--- src/rtl/spi_regbank_pkg.sv ---
// Shared types and defaults for the SPI/local register bank arbiter.
package spi_regbank_pkg;

    typedef enum logic [1:0] {
        IDLE   = 2'd0,
        SPI_RD = 2'd1,
        SPI_WR = 2'd2,
        LOC    = 2'd3
    } state_e;

    localparam int          DEF_ADDR_W  = 7;
    localparam int          DEF_DATA_W  = 8;
    localparam logic [6:0]  DEF_RO_BASE = 7'h60;
    localparam logic [7:0]  DEF_RST_VAL = 8'h00;
    localparam int          RO_CLR_ADDR = 0;

    // 1: flop bank reset in place; 0: plain array initialised by a clear sweep
    localparam bit          USE_FLOP_BANK = 1'b1;

endpackage

--- src/rtl/spi_regbank_mem.sv ---
// Single-port register array: one write or read per cycle, read is
// combinational so a read after a write sees the new value.
module spi_regbank_mem
    import spi_regbank_pkg::*;
#(
    parameter int                ADDR_W  = DEF_ADDR_W,
    parameter int                DATA_W  = DEF_DATA_W,
    parameter logic [DATA_W-1:0] RST_VAL = DEF_RST_VAL
) (
    input  logic              clk,
    input  logic              reset_n,
    input  logic              we,
    input  logic [ADDR_W-1:0] addr,
    input  logic [DATA_W-1:0] wdata,
    output logic [DATA_W-1:0] rdata
);

    localparam int DEPTH = 2 ** ADDR_W;

    logic [DATA_W-1:0] bank_q [DEPTH];

    assign rdata = bank_q[addr];

    generate
        if (USE_FLOP_BANK) begin : g_flop
            always_ff @(posedge clk or negedge reset_n) begin
                if (!reset_n) begin
                    for (int i = 0; i < DEPTH; i++) begin
                        bank_q[i] <= RST_VAL;
                    end
                end else if (we) begin
                    bank_q[addr] <= wdata;
                end
            end
        end else begin : g_ram
            always_ff @(posedge clk) begin
                if (we) begin
                    bank_q[addr] <= wdata;
                end
            end
        end
    endgenerate

endmodule

--- src/rtl/spi_regbank_arb.sv ---
// SPI PHY / local requester arbiter over a single-port register bank.
// Optional SPI write IRQ and dirty tracking under `define SPI_WR_IRQ_EN.
module spi_regbank_arb
    import spi_regbank_pkg::*;
#(
    parameter int                ADDR_W  = DEF_ADDR_W,
    parameter int                DATA_W  = DEF_DATA_W,
    parameter logic [ADDR_W-1:0] RO_BASE = DEF_RO_BASE,
    parameter logic [DATA_W-1:0] RST_VAL = DEF_RST_VAL
) (
    input  logic              clk,
    input  logic              reset_n,
    input  logic              spi_rd_req,
    input  logic [ADDR_W-1:0] spi_addr,
    input  logic              spi_wr_en,
    input  logic [DATA_W-1:0] spi_wdata,
    output logic [DATA_W-1:0] spi_rdata,
    output logic              spi_rvalid,
    input  logic              loc_req,
    input  logic              loc_we,
    input  logic [ADDR_W-1:0] loc_addr,
    input  logic [DATA_W-1:0] loc_wdata,
    output logic              loc_gnt,
    output logic              loc_rvalid,
    output logic [DATA_W-1:0] loc_rdata,
    output logic              spi_ro_err
`ifdef SPI_WR_IRQ_EN
    ,
    output logic              spi_wr_irq,
    output logic [2**ADDR_W-1:0] spi_dirty
`endif
);

    state_e            state_q, state_d;
    logic              rd_pend_q, rd_pend_d;
    logic              wr_pend_q, wr_pend_d;
    logic              loc_wait_q, loc_wait_d;
    logic [ADDR_W-1:0] wr_addr_q, wr_addr_d;
    logic [DATA_W-1:0] wr_data_q, wr_data_d;
    logic [DATA_W-1:0] spi_rdata_q, spi_rdata_d;
    logic              spi_rvalid_q, spi_rvalid_d;
    logic              loc_gnt_q, loc_gnt_d;
    logic              loc_rvalid_q, loc_rvalid_d;
    logic [DATA_W-1:0] loc_rdata_q, loc_rdata_d;
    logic              ro_err_q, ro_err_d;
    logic              clr_busy_q, clr_busy_d;
    logic [ADDR_W-1:0] clr_cnt_q, clr_cnt_d;

    logic              rd_any, wr_any, loc_elig, loc_fair;
    logic              wr_ok, wr_ro;
    logic              mem_we;
    logic [ADDR_W-1:0] mem_addr;
    logic [DATA_W-1:0] mem_wdata, mem_rdata;

    // Arbitration for the next cycle's access; live pulses count as pending.
    always_comb begin
        rd_any   = rd_pend_q | spi_rd_req;
        wr_any   = wr_pend_q | spi_wr_en;
        loc_elig = loc_req & (state_q != LOC);
        loc_fair = loc_elig & loc_wait_q &
                   ((state_q == SPI_RD) | (state_q == SPI_WR));
        state_d  = IDLE;
        priority case (1'b1)
            clr_busy_q: state_d = IDLE;
            rd_any:     state_d = SPI_RD;
            loc_fair:   state_d = LOC;
            wr_any:     state_d = SPI_WR;
            loc_elig:   state_d = LOC;
            default:    state_d = IDLE;
        endcase
        rd_pend_d  = rd_any & (state_d != SPI_RD);
        wr_pend_d  = wr_any & (state_d != SPI_WR);
        wr_addr_d  = spi_wr_en ? spi_addr : wr_addr_q;
        wr_data_d  = spi_wr_en ? spi_wdata : wr_data_q;
        loc_wait_d = loc_elig & (state_d != LOC);
        loc_gnt_d  = (state_d == LOC);
        clr_busy_d = clr_busy_q & (clr_cnt_q != '1);
        clr_cnt_d  = clr_busy_q ? clr_cnt_q + ADDR_W'(1) : clr_cnt_q;
    end

    // The access performed this cycle, selected by state_q.
    always_comb begin
        wr_ok     = (state_q == SPI_WR) & (wr_addr_q < RO_BASE);
        wr_ro     = (state_q == SPI_WR) & ~(wr_addr_q < RO_BASE);
        mem_we    = 1'b0;
        mem_addr  = spi_addr;
        mem_wdata = wr_data_q;
        case (state_q)
            SPI_WR: begin
                mem_addr = wr_addr_q;
                mem_we   = wr_ok;
            end
            LOC: begin
                mem_addr  = loc_addr;
                mem_we    = loc_we;
                mem_wdata = loc_wdata;
            end
            default: ;
        endcase
        if (clr_busy_q) begin
            mem_we    = 1'b1;
            mem_addr  = clr_cnt_q;
            mem_wdata = RST_VAL;
        end
        spi_rvalid_d = (state_q == SPI_RD);
        spi_rdata_d  = spi_rvalid_d ? mem_rdata : spi_rdata_q;
        loc_rvalid_d = (state_q == LOC) & ~loc_we;
        loc_rdata_d  = loc_rvalid_d ? mem_rdata : loc_rdata_q;
        ro_err_d     = ro_err_q | wr_ro;
        if ((state_q == LOC) && loc_we &&
            (loc_addr == ADDR_W'(RO_CLR_ADDR))) begin
            ro_err_d = 1'b0;
        end
    end

    always_ff @(posedge clk or negedge reset_n) begin
        if (!reset_n) begin
            state_q      <= IDLE;
            rd_pend_q    <= 1'b0;
            wr_pend_q    <= 1'b0;
            loc_wait_q   <= 1'b0;
            wr_addr_q    <= '0;
            wr_data_q    <= '0;
            spi_rdata_q  <= '0;
            spi_rvalid_q <= 1'b0;
            loc_gnt_q    <= 1'b0;
            loc_rvalid_q <= 1'b0;
            loc_rdata_q  <= '0;
            ro_err_q     <= 1'b0;
            clr_busy_q   <= !USE_FLOP_BANK;
            clr_cnt_q    <= '0;
        end else begin
            state_q      <= state_d;
            rd_pend_q    <= rd_pend_d;
            wr_pend_q    <= wr_pend_d;
            loc_wait_q   <= loc_wait_d;
            wr_addr_q    <= wr_addr_d;
            wr_data_q    <= wr_data_d;
            spi_rdata_q  <= spi_rdata_d;
            spi_rvalid_q <= spi_rvalid_d;
            loc_gnt_q    <= loc_gnt_d;
            loc_rvalid_q <= loc_rvalid_d;
            loc_rdata_q  <= loc_rdata_d;
            ro_err_q     <= ro_err_d;
            clr_busy_q   <= clr_busy_d;
            clr_cnt_q    <= clr_cnt_d;
        end
    end

    spi_regbank_mem #(
        .ADDR_W  (ADDR_W),
        .DATA_W  (DATA_W),
        .RST_VAL (RST_VAL)
    ) u_mem (
        .clk     (clk),
        .reset_n (reset_n),
        .we      (mem_we),
        .addr    (mem_addr),
        .wdata   (mem_wdata),
        .rdata   (mem_rdata)
    );

    assign spi_rdata  = spi_rdata_q;
    assign spi_rvalid = spi_rvalid_q;
    assign loc_gnt    = loc_gnt_q;
    assign loc_rvalid = loc_rvalid_q;
    assign loc_rdata  = loc_rdata_q;
    assign spi_ro_err = ro_err_q;

`ifdef SPI_WR_IRQ_EN
    logic                irq_q, irq_d;
    logic [2**ADDR_W-1:0] dirty_q, dirty_d;

    // Set after clear so a same-cycle set wins.
    always_comb begin
        irq_d   = wr_ok;
        dirty_d = dirty_q;
        if (loc_rvalid_d) begin
            dirty_d[loc_addr] = 1'b0;
        end
        if (wr_ok) begin
            dirty_d[wr_addr_q] = 1'b1;
        end
    end

    always_ff @(posedge clk or negedge reset_n) begin
        if (!reset_n) begin
            irq_q   <= 1'b0;
            dirty_q <= '0;
        end else begin
            irq_q   <= irq_d;
            dirty_q <= dirty_d;
        end
    end

    assign spi_wr_irq = irq_q;
    assign spi_dirty  = dirty_q;
`endif

endmodule

--- config.mk ---
export PLATFORM = sky130hd
export DESIGN_NAME = spi_regbank_arb
export DESIGN_NICKNAME = d
export VERILOG_FILES = /design/src/rtl/spi_regbank_pkg.sv /design/src/rtl/spi_regbank_mem.sv /design/src/rtl/spi_regbank_arb.sv
export SDC_FILE = /design/constraint.sdc
export NUM_CORES = 2
export LEC_CHECK = 0
export BUFFER_PORTS_ARGS = -buffer_cell sky130_fd_sc_hd__buf_2
export CORE_AREA = 8 8 294 296
export DETAILED_ROUTE_END_ITERATION = 10
export DIE_AREA = 0 0 302 304
export PLACE_DENSITY = 0.79
export SYNTH_ARGS = -nofsm -noshare
export SYNTH_HDL_FRONTEND = slang
export SYNTH_SLANG_ARGS = --single-unit
--- constraint.sdc ---
create_clock -name clk -period 6.1 [get_ports clk]
set_clock_uncertainty 0.05 [all_clocks]
set_input_delay 0.915 -clock clk [delete_from_list [all_inputs] [get_ports clk]]
set_output_delay 0.915 -clock clk [all_outputs]
set_load 0.05 [all_outputs]
* Word-level counts from Yosys, hierarchy flattened *
Cells that the tools add are included.

cells by class
  multiplexer cells = 18
  equal/unequal tests = 9
  reduce and logical (&&, ||, !) cells = 4
  order comparisons = 3
  add/subtract/negate cells = 1
  bitwise operators = 17

operator list
  kind                                                  number
  bitwise mux 1024 bit                                  1
  binary-select mux 8 bit (select 7 bit)                1
  demux 8 bit (select 7 bit)                            1
  two-way mux 8 bit                                     5
  one-hot mux 7 bit (2 select lines)                    1
  bitwise AND 1 bit                                     10
  two-way mux 2 bit                                     5
  >= comparator 8 bit (second input constant)           1
  < comparator 8 x 1 -> 1 bit (second input constant)   1
  inverter 7 -> 8 bit                                   1
  adder 7 x 1 -> 7 bit (second input constant)          1
  zero test 7 bit                                       1
  < comparator 7 bit (second input constant)            1
  two-way mux 7 bit                                     1
  != test 7 bit (second input constant)                 1
  equality test 2 bit (second input constant)           3
  != test 2 bit (second input constant)                 3
  bitwise OR 1 bit                                      4
  logical AND 1 bit                                     3
  equality test 2 x 1 -> 1 bit (second input constant)  1
  two-way mux 1 bit                                     2
  != test 2 x 1 -> 1 bit (second input constant)        1
  inverter 1 bit                                        2
  one-hot mux 1 bit (2 select lines)                    1

word-level totals
  register bits after elaboration = 1072
  output and inout bits = 20

* Depth between registers and ports, before layout *
  depth after elaboration = 9
  depth in mapped cells = 14
  mapped depth without buffers = 10

* By module *
From an unflattened synthesis, not the netlist that was laid out.

unflattened totals
  cell total of the unflattened synthesis = 3800
  area total of the unflattened synthesis = 49901.6 um^2

by module, submodules not included
  module           instances  area an instance (um^2)  cells an instance  sequential area each (um^2)
  spi_regbank_mem  1          47660.7                  3622               25624.6
  spi_regbank_arb  1          2240.9                   178                1201.2

* Least setup slack after synthesis *
Ideal clock, no wire load.

  kind = input to register
  from = in loc_addr[1]
  to = reg spi_rdata_q[0], in the netlist spi_rdata[0]
  arrival time = 2.842 ns
  path buffers = 2
  stages = 10
  library setup time = 0.137 ns
  setup slack = 3.071 ns
  cell sequence = a22o_1 a211o_1 nand4_2 buf_2 clkbuf_1 o22ai_1 o21ai_0 a41oi_1 nor4_2 a21oi_1

on the way
  longest elaborated chain between the ends = 6

ends and longest elaborated chain
  item                                                  RTL line                source
  from (decl)                                           spi_regbank_arb.sv:21   input logic [ADDR_W-1:0] loc_addr,
  one-hot mux 7 bit (2 select lines)                    spi_regbank_arb.sv:88   case (state_q)
  two-way mux 7 bit                                     spi_regbank_arb.sv:100  if (clr_busy_q) begin
  inverter 7 -> 8 bit (not written as such)             spi_regbank_mem.sv:22   assign rdata = bank_q[addr];
  binary-select mux 8 bit (select 7 bit)                spi_regbank_mem.sv:22
  two-way mux 8 bit (not written as such) (2 in a row)  spi_regbank_mem.sv:22
  to (signal assigned)                                  spi_regbank_arb.sv:139  spi_rdata_q <= spi_rdata_d;
  to (decl)                                             spi_regbank_arb.sv:40   logic [DATA_W-1:0] spi_rdata_q, spi_rdata_d;

Every way passes these cells. The select of a mux whose other input is x is not followed.
A chain may end at the register's enable or synchronous reset.

* Final worst setup path *
  from = reg state_q[0]
  to = reg spi_rdata_q[3], in the netlist spi_rdata[3]

on the way
  longest elaborated chain between the ends = 7

ends and longest elaborated chain
  item                                                  RTL line                source
  from (decl)                                           spi_regbank_arb.sv:34   state_e state_q, state_d;
  from (signal assigned)                                spi_regbank_arb.sv:133  state_q <= state_d;
  equality test 2 bit                                   spi_regbank_arb.sv:88
  one-hot mux 7 bit (2 select lines)                    spi_regbank_arb.sv:88
  two-way mux 7 bit                                     spi_regbank_arb.sv:100
  inverter 7 -> 8 bit (not written as such)             spi_regbank_mem.sv:22
  binary-select mux 8 bit (select 7 bit)                spi_regbank_mem.sv:22
  two-way mux 8 bit (not written as such) (2 in a row)  spi_regbank_mem.sv:22

Parallel ways exist; a longest one is shown, timed or not. The select of a mux whose other input is x is not followed.

==> flow_summary.json <==
{
  "status": "finished, final reports clean",
  "required_ns": 6.55,
  "port_buffers": 55,
  "synth_nets": 4293,
  "row_count": 105,
  "ant_nets": 0,
  "postLayoutSetupSlackWorst_ns": 0.851,
  "hp-class": "primary input to async pin",
  "synthDistinctLibCells": 53,
  "fin_setup_tns_ns": 0,
  "cts.reportedPaths.clkPinSlew_ns": 0.06,
  "dp_cells": 5094,
  "p_int_mw": 12.8,
  "ios": 56,
  "place.gp.congestion": 0.879,
  "grt-ovfl-total": 0,
  "clock_path_buffers": 3,
  "swShare_pct": 28.3,
  "grt_pass1_wl_mm": 205,
  "powerDensity_nw_per_um2": 336,
  "ys_warn_count": 0,
  "crit_type": "flop to flop",
  "p_seq_share_pct": 46.5,
  "areaGrowthSynthToFinish_pct": 9.33,
  "antenna_found_initial": 2,
  "dp_hpwl_mm": 78.9,
  "max-slew-margin-rel_pct": 14.9,
  "grt_pass1_vias": 34300,
  "worst_pin_slew_ns": 1.27,
  "diodes": 0,
  "die_height_um": 304,
  "drcViolationCount": 0,
  "hold_viol": 0,
  "dr.pass1.iters": 6,
  "cellLeakagePower_nw": 24.7,
  "hold_buffers": 0,
  "wl_per_cell_um": 24.9,
  "cts_buffers": 106,
  "drv_cap": 0,
  "fmax_mhz": 191,
  "synth_seq_cells": 1072,
  "grt_max_degree": 167,
  "start_kind": "flop",
  "arrival_ns": 5.70,
  "root_buffer": "clkbuf_16",
  "track_usage_pct": 28.4,
  "netlist_area_um2": 48500,
  "nFillCells": 6005,
  "synthCells": 4251,
  "drive_above_1_share_pct": 20.4,
  "drt_wl_total_mm": 131,
  "crit_path_end_kind": "flop",
  "clk-insertion-delay-late_ns": 0.68,
  "period_needed_ns": 5.25,
  "vias": 34000,
  "rsz0062_at_grt": "no",
  "htree_levels": 3,
  "final_net_count": 4174,
  "viasPerCell": 6.44,
  "ys_async_sr_fraction_pct": 100,
  "combPwrFrac_pct": 15.9,
  "coreArea_um2": 81600,
  "clock-sinks": 1072,
  "min_period_over_period_pct": 86.1,
  "cts_setup_buffers": 0,
  "cts_tree": "built",
  "clkPwrFrac_pct": 37.6,
  "power.total_mw": 17.8,
  "seq_area_frac_synth_pct": 55.3,
  "vdd_drop_max_uv": 240,
  "maxSlewViolCount": 0,
  "switchingPower_mw": 5.03,
  "initial_core_util_pct": 59.4,
  "pre_cts_ws_ns": 0.995,
  "drt_first_iter_violations": 3136,
  "synth_ff_type": "dfrtp_1",
  "synth.avg_cell_area_um2": 11.4,
  "die_area_um2": 91800,
  "stdcell_count": 5280,
  "whs_ns": 0.290,
  "synth_edf_count": 0,
  "crit_fanout": 115,
  "cts-resized-gates": 0,
  "setup_violations": 0,
  "fp.dieW_um": 302
}
[state kept, by name (all words and copies together), names as in the netlist]
register and cells:
loc_gnt 1, loc_wait_q 1, spi_rvalid 1, spi_rdata 8
wr_pend_q 1, spi_ro_err 1, clr_busy_q 1, state_q 2
wr_data_q 8, rd_pend_q 1, loc_rvalid 1, wr_addr_q 7
u_mem.bank_q 1024, loc_rdata 8, clr_cnt_q 7
[logic make-up (layout without fill, tap and decap cells)]
| family | count (synthesis) | after routing | share of synthesized area, % |
|---|---|---|---|
| AO/OA/AOI/OAI | 1000 | 1000 | 11.4 |
| XOR/XNOR | 6 | 6 | 0.108 |
| multiplexers | 1024 | 1024 | 22.4 |
| flip-flops | 1072 | 1072 | 55.3 |
| AND/OR/NAND/NOR | 795 | 795 | 7.49 |
| adder cells (fa/ha/maj) | 6 | 6 | 0.155 |
| buffers and inverters | 348 | 307 | 3.06 |
[synthesized netlist by cell type (all sizes together), types with 11 or more instances]
cell / count / area (um^2)
a21oi: 14 / 70.1
a41oi: 32 / 280
buf: 103 / 563
clkbuf: 242 / 908
dfrtp: 1072 / 26800
mux2: 504 / 5680
mux2i: 520 / 5200
nand2: 579 / 2190
nand3: 69 / 345
nor2: 88 / 516
nor3: 16 / 254
nor4: 11 / 119
o21ai: 675 / 3380
o22ai: 257 / 1610
or2: 13 / 81.3
[stage by stage]
step / instance area (um^2) / util [%]
finish: 53000 / 65.0
global route: 53000 / 65.0
CTS: 53000 / 65.0
detailed placement: 49500 / 60.6
global placement: 49500 / 60.6
floorplan: 48500 / -
[critical path: stages (launching register included)]
cell,delay (ns)
dfrtp_1,0.42
inv_1,0.10
ha_1,0.27
or2_1,0.32
a311o_2,1.07
buf_12,0.60
mux2i_1,0.29
o22ai_1,0.14
o21ai_0,0.78
a41oi_1,0.37
nor4_2,0.27
a21oi_1,0.11
[power by group through the flow]
stage | logic [mW] | registers, mW | clock network [mW]
4_1_cts | 2.80 | 8.26 | 6.74
3_5_place_dp | 2.78 | 8.38 | 0
6_report | 2.83 | 8.27 | 6.70
3_3_place_gp | 2.72 | 8.33 | 0
2_1_floorplan | 1.83 | 8.33 | 0
5_1_grt | 3.03 | 8.35 | 7.05
[per-layer routing]
layer,track usage (%),vias to the layer above,wire length [um]
met5,0,-,8
met2,44.1,1499,60600
met3,6.77,406,11500
met4,14.0,2,6890
met1,37.6,17200,52300
li1,-,14900,-
[final cells by class]
type	count	area, um^2	share of cell area [%]
Clock inverter	33	488	0.920
Tap cell	1070	1340	2.53
Clock buffer	153	3060	5.77
Multi-Input combinational cell	2831	20300	38.3
Inverter	3	11.3	0.0212
Sequential cell	1072	26800	50.6
Timing Repair Buffer	118	958	1.81
[path summary, 6_finish.rpt]
kind | from | end | slack [ns] | cells past startpoint
setup / recovery | state_q[0] | spi_rdata[3] | 0.85 | 11
hold / removal | reset_n | u_mem.bank_q[355] | 0.29 | 1
setup reg to reg | state_q[0] | spi_rdata[3] | 0.85 | 11
hold reg to reg | u_mem.bank_q[481] | u_mem.bank_q[481] | 0.43 | 2
max in group asynchronous | reset_n | u_mem.bank_q[849] | 4.12 | 2
min in group clk | spi_wdata[0] | wr_data_q[0] | 0.42 | 2
[placed cells by master (no fill, tap or decap), types with 8 or more instances in the layout]
| cell type | instances |
|---|---|
| clkinv_2 | 12 |
| bufinv_16 | 11 |
| buf_2 | 54 |
| clkbuf_8 | 21 |
| clkbuf_1 | 25 |
| nor2_4 | 23 |
| buf_12 | 16 |
| or2_2 | 11 |
| nor2_2 | 39 |
| o22ai_1 | 256 |
| nor2_1 | 26 |
| clkbuf_16 | 107 |
| dfrtp_1 | 1071 |
| nand3_1 | 69 |
| a41oi_1 | 32 |
| nand2_1 | 575 |
| mux2_1 | 35 |
| o21ai_0 | 655 |
| a21oi_1 | 14 |
| mux2i_1 | 520 |
| o21ai_1 | 20 |
| nor4_2 | 8 |
| mux2_2 | 469 |
| buf_4 | 47 |
| nor3_4 | 15 |
Power figures use the tool's default switching activity.
